<file path="src/rtl/clock_domain_arbiter_pkg.sv">
// clock_domain_arbiter_pkg: shared CDC handshake types and constants (also used by the importer)
package pClockDomain;

   typedef enum logic {IDLE, WAIT} eCdArbState;

   localparam int ACK_SYNC_DEPTH = 2;

endpackage

</file>
<file path="src/rtl/clock_domain_arbiter_rr.sv">
// clock_domain_arbiter_rr: combinational rotating priority search returning one-hot grant and index
module mRoundRobin #(
   parameter int pN      = 4,
   parameter int pIdBits = 2
) (
   input  logic [pN-1:0]      req,
   input  logic [pIdBits-1:0] start,
   output logic [pN-1:0]      grant,
   output logic [pIdBits-1:0] idx,
   output logic               any
);

   // scan from the farthest slot back to start so the nearest pending request is the last writer
   always_comb begin
      grant = '0;
      idx   = '0;
      any   = 1'b0;
      for (int k = pN - 1; k >= 0; k--) begin
         if (req[(int'(start) + k) % pN]) begin
            grant                            = '0;
            grant[(int'(start) + k) % pN]    = 1'b1;
            idx                              = pIdBits'((int'(start) + k) % pN);
            any                              = 1'b1;
         end
      end
   end

endmodule

</file>
<file path="src/rtl/clock_domain_arbiter.sv">
// clock_domain_arbiter: round-robin sharing of one toggle-handshake CDC channel; CLOCK_DOMAIN_ARBITER_FIXED_PRIO_EN selects fixed priority
module clock_domain_arbiter
   import pClockDomain::*;
#(
   parameter  int pBits   = 8,
   parameter  int pN      = 4,
   localparam int pIdBits = (pN > 1) ? $clog2(pN) : 1
) (
   input  logic                      clk,
   input  logic                      rst,
   input  logic [pN-1:0]             in_valid,
   input  logic [pN*pBits-1:0]       in_data,
   output logic [pN-1:0]             in_ready,
   output logic                      cd_req,
   output logic [pIdBits+pBits-1:0]  cd_data,
   input  logic                      cd_ack,
   output logic                      busy
);

   eCdArbState                state, nxt;
   logic [ACK_SYNC_DEPTH-1:0] ack_ff;
   logic                      ack_s;
   logic [pN-1:0]             grant;
   logic [pIdBits-1:0]        win, start;
   logic                      any, accept;
   logic [pBits-1:0]          payload;

   assign ack_s   = ack_ff[0];
   assign busy    = (state == WAIT);
   assign payload = in_data[int'(win)*pBits +: pBits];

`ifdef CLOCK_DOMAIN_ARBITER_FIXED_PRIO_EN
   assign start = '0;
`else
   logic [pIdBits-1:0] rr_ptr;

   assign start = rr_ptr;

   // move the search start just past the last winner so it yields to the others next round
   always_ff @(posedge clk) begin
      if (!rst) rr_ptr <= '0;
      else if (accept) rr_ptr <= (win == pIdBits'(pN - 1)) ? '0 : win + 1'b1;
   end
`endif

   mRoundRobin #(.pN(pN), .pIdBits(pIdBits)) u_rr (
      .req   (in_valid),
      .start (start),
      .grant (grant),
      .idx   (win),
      .any   (any)
   );

   // grant only in IDLE and never while reset is held; leave WAIT once the synchronized ack matches
   always_comb begin
      nxt      = state;
      in_ready = '0;
      accept   = 1'b0;
      if (state == IDLE) begin
         in_ready = rst ? grant : '0;
         accept   = rst & any;
         nxt      = any ? WAIT : IDLE;
      end else begin
         nxt = (ack_s == cd_req) ? IDLE : WAIT;
      end
   end

   // state register and two-flop synchronizer for the asynchronous ack
   always_ff @(posedge clk) begin
      if (!rst) begin
         state  <= IDLE;
         ack_ff <= '0;
      end else begin
         state  <= nxt;
         ack_ff <= {cd_ack, ack_ff[ACK_SYNC_DEPTH-1:1]};
      end
   end

   // launch the accepted word: data registered so it is glitch-free, then toggle the request
   always_ff @(posedge clk) begin
      if (!rst) begin
         cd_req  <= 1'b0;
         cd_data <= '0;
      end else if (accept) begin
         cd_req  <= ~cd_req;
         cd_data <= {win, payload};
      end
   end

endmodule

</file>
<file path="config.mk">
export PLATFORM = sky130hd
export DESIGN_NAME = clock_domain_arbiter
export DESIGN_NICKNAME = d
export VERILOG_FILES = /design/src/rtl/clock_domain_arbiter_pkg.sv /design/src/rtl/clock_domain_arbiter_rr.sv /design/src/rtl/clock_domain_arbiter.sv
export SDC_FILE = /design/constraint.sdc
export NUM_CORES = 1
export LEC_CHECK = 0
export ABC_AREA = 0
export CORE_MARGIN = 8
export CORE_UTILIZATION = 46
export DETAILED_ROUTE_END_ITERATION = 8
export PLACE_DENSITY = 0.85
export SLEW_MARGIN = 20
export SYNTH_ARGS = -nofsm -noshare
export SYNTH_HDL_FRONTEND = slang
export SYNTH_HIERARCHICAL = 1
export SYNTH_SLANG_ARGS = --single-unit
</file>
<file path="constraint.sdc">
create_clock -name clk -period 5 [get_ports clk]
set_input_delay 0.75 -clock clk [delete_from_list [all_inputs] [get_ports clk]]
set_output_delay 0.75 -clock clk [all_outputs]
set_load 0.02 [all_outputs]
</file>
==> flow_summary.ini <==
[outcome]
run_status = finished clean

[cells_and_area]
drive_gt1_share_pct = 11.2
p_r_area_growth_vs_syn_pct = 38.9
layout.core_utilization_pct = 67.1
num_antenna_cells = 0
finish.instance_area_sq_um = 1850
mostFrequentLayoutCells = clkdlybuf4s50_1, nand2_1, dfxtp_1, mux4_2
final_nets = 238
layout_commonest_cell = clkdlybuf4s50_1
fin_cells = 219

[pwr]
finalPower_mw = 0.683
power.static_leakage_nw = 0.699
power-per-cell-area_nw_per_um2 = 370
irDropWorstVdd_uv = 287

[timing]
report.final.hold_viol_count = 0
finalSetupTns_ns = 0
slew_viol_final = 0
worst-slew-pin-transition_ns = 0.943
layout_min_cycle_time_ns = 4.15
timing.max_slew.rel_slack_pct = 36.8
final_layout_worst_hold_slack_ns = 0.442
rsz_0062_raised_after_global_routing = false
fin_worst_skew_ns = 0.00751
layout_setup_ws_ns = 0.846
fin_crit_sh_pct = 83.1
finalSetupViolations = 0
timing.fmax_mhz = 241

[clock_network]
cts_tree = yes
path_clk_slew_ns = 0.09
cts_root_buf = clkbuf_4
clk-insertion-delay-late_ns = 0.28
clk_path_buf_depth = 2
cts_sinks = 16
cts.htree.levels = 1
tritoncts.num_buffers = 3
cts-hold-fix-buffers = 0
cts_resized = 0
cts_post_setup_buffers_inserted = 0

[worst_setup_path]
critical_path.max_fanout = 17
required_time_at_the_worst_slack_endpoint_ns = 4.25
slowest_delay_ns = 0.72
cp.arrival_ns = 3.40
worst_setup_path_start_kind = register
path_class = reg -> out
timing.critical_path.buf_inv = 2
category_of_cells_accounting_for_the_largest_share_of_critical_path_delay = simple AND/OR/NAND/NOR gates
critPathCaptureType = output pin
crit_slowest_cell = dfxtp_1
cp_cell_sequence = inv_1 > ha_1 > or3b_2 > nand3_1 > nand4_1 > a31oi_1 > and2_1 > clkdlybuf4s50_1

[global_routing]
grt_start_max_net_pins = 24
first_global_vias = 1376
gr-usage-all-layers_pct = 14.5
grt_pass1_wl_microns = 6050
grt.overflow.total = 0
initial_antenna_violation_count = 0

[yosys]
synth-warning-count = 6
netlist_area_sq_um = 1330
yosys.area.top_type_share_pct = 24.1
synthCells = 141
post_synth.cell_area_avg_sq_um = 9.44
synth.distinct_cells = 38
netlist.top_cell.by_area = dfxtp_1
synthesis.nets = 189
synth_ff_type = dfxtp_1
sequential_element_share_of_the_synthesized_area_pct = 24.1
ys_seq_elements = 16
synthArstFlopShare_pct = 0
synth-edff-count = 0
post_synth_main_area_contributors = dfxtp_1, mux4_2, ha_1

[drt]
post-route-drc-count = 0
detailroute.via_count = 1258
route.detailed.vias_per_inst = 5.74
wl_microns = 3490
drt_iter0_markers = 80
drt_first_pass_iters = 4
drt.antenna.violating_nets = 0
wl_per_cell_microns = 15.9

[placed_design]
gpl.final_weighted_congestion = 0.878
placedInstanceArea_sq_um = 1830
portBuffers = 54
dp_hpwl_microns = 2760
dpl.cell_count = 216
post-place-ws_ns = 1.18

[min_path]
hold_path_class = reg -> reg

[floorplanning]
dieHeight_microns = 69.8
rows = 19
area_of_the_core_sq_um = 2760
floorplan.io_pins = 55
initial_utilization_pct = 48.3
die_w_microns = 69.8
fp.dieArea_sq_um = 4870

[run]
cap_violations = 0
## synthesized netlist by cell type, types with 3 or more instances
cell / instances
nand2_1: 23
dfxtp_1: 16
mux4_2: 10
ha_1: 9
nor2_1: 9
o21ai_1: 8
and2_1: 7
buf_6: 6
o21ai_0: 5
a22oi_1: 4
a31oi_1: 4
nand4_1: 4
nor2b_1: 4
a21oi_1: 3
## cell families (layout without fill, tap and decap cells)
| logic type | after synthesis | count (layout) | synth area share [%] |
|---|---|---|---|
| AOI/OAI and AO/OA | 28 | 28 | 13.0 |
| xor gates and xnor gates | 2 | 2 | 1.32 |
| adders and majority gates | 9 | 9 | 8.46 |
| buffers and inverters | 13 | 60 | 7.80 |
| DFF | 16 | 16 | 24.1 |
| muxes | 16 | 16 | 23.1 |
| and+or+nand+nor | 57 | 57 | 22.3 |
## cell type report
cell class,count,area [sq um]
Inverter,2,7.51
Multi-Input combinational cell,112,912
Clock buffer,3,22.5
Fill cell,217,908
Tap cell,31,38.8
Sequential cell,16,320
Timing Repair Buffer,55,548
## power breakdown
part           internal (mW)  total [mW]  leakage, nW  switching [mW]
clock network         0.0279      0.0638       0.0138          0.0359
registers              0.156       0.191        0.133          0.0353
logic                  0.222       0.429        0.553           0.206
total                  0.406       0.683        0.699           0.277
## path summary, 6_finish.rpt
kind / start / to / slack (ns) / cells past startpoint
setup reg to reg: rr_ptr[0] / cd_data[6] / 1.46 / 8
setup / recovery: rr_ptr[0] / in_ready[3] / 0.85 / 8
hold reg to reg: ack_ff[1] / ack_ff[0] / 0.44 / 1
hold / removal: ack_ff[1] / ack_ff[0] / 0.44 / 1
## worst register-to-register path: stages, from the launching register on
cell and delay (ns):
dfxtp_1 0.72, inv_1 0.25, ha_1 0.48, nor2b_1 0.20, o211a_1 0.25, nor3_2 0.77, mux4_2 0.59, nand2_1 0.08
o21ai_1 0.07
## metal layers
| metal | track usage [%] | up-vias | routed length [microns] |
|---|---|---|---|
| met4 | 5.58 | 0 | 50 |
| met2 | 23.9 | 64 | 1600 |
| met1 | 15.6 | 581 | 1450 |
| li1 | - | 607 | - |
| met5 | 0 | - | 0 |
| met3 | 7.30 | 6 | 386 |
## registers in the layout (all words and copies together) (netlist names)
| name | count |
|---|---|
| cd_data | 10 |
| cd_req | 1 |
| busy | 1 |
| rr_ptr | 2 |
| ack_ff | 2 |
No activity file was read; power rests on OpenSTA's default activity.
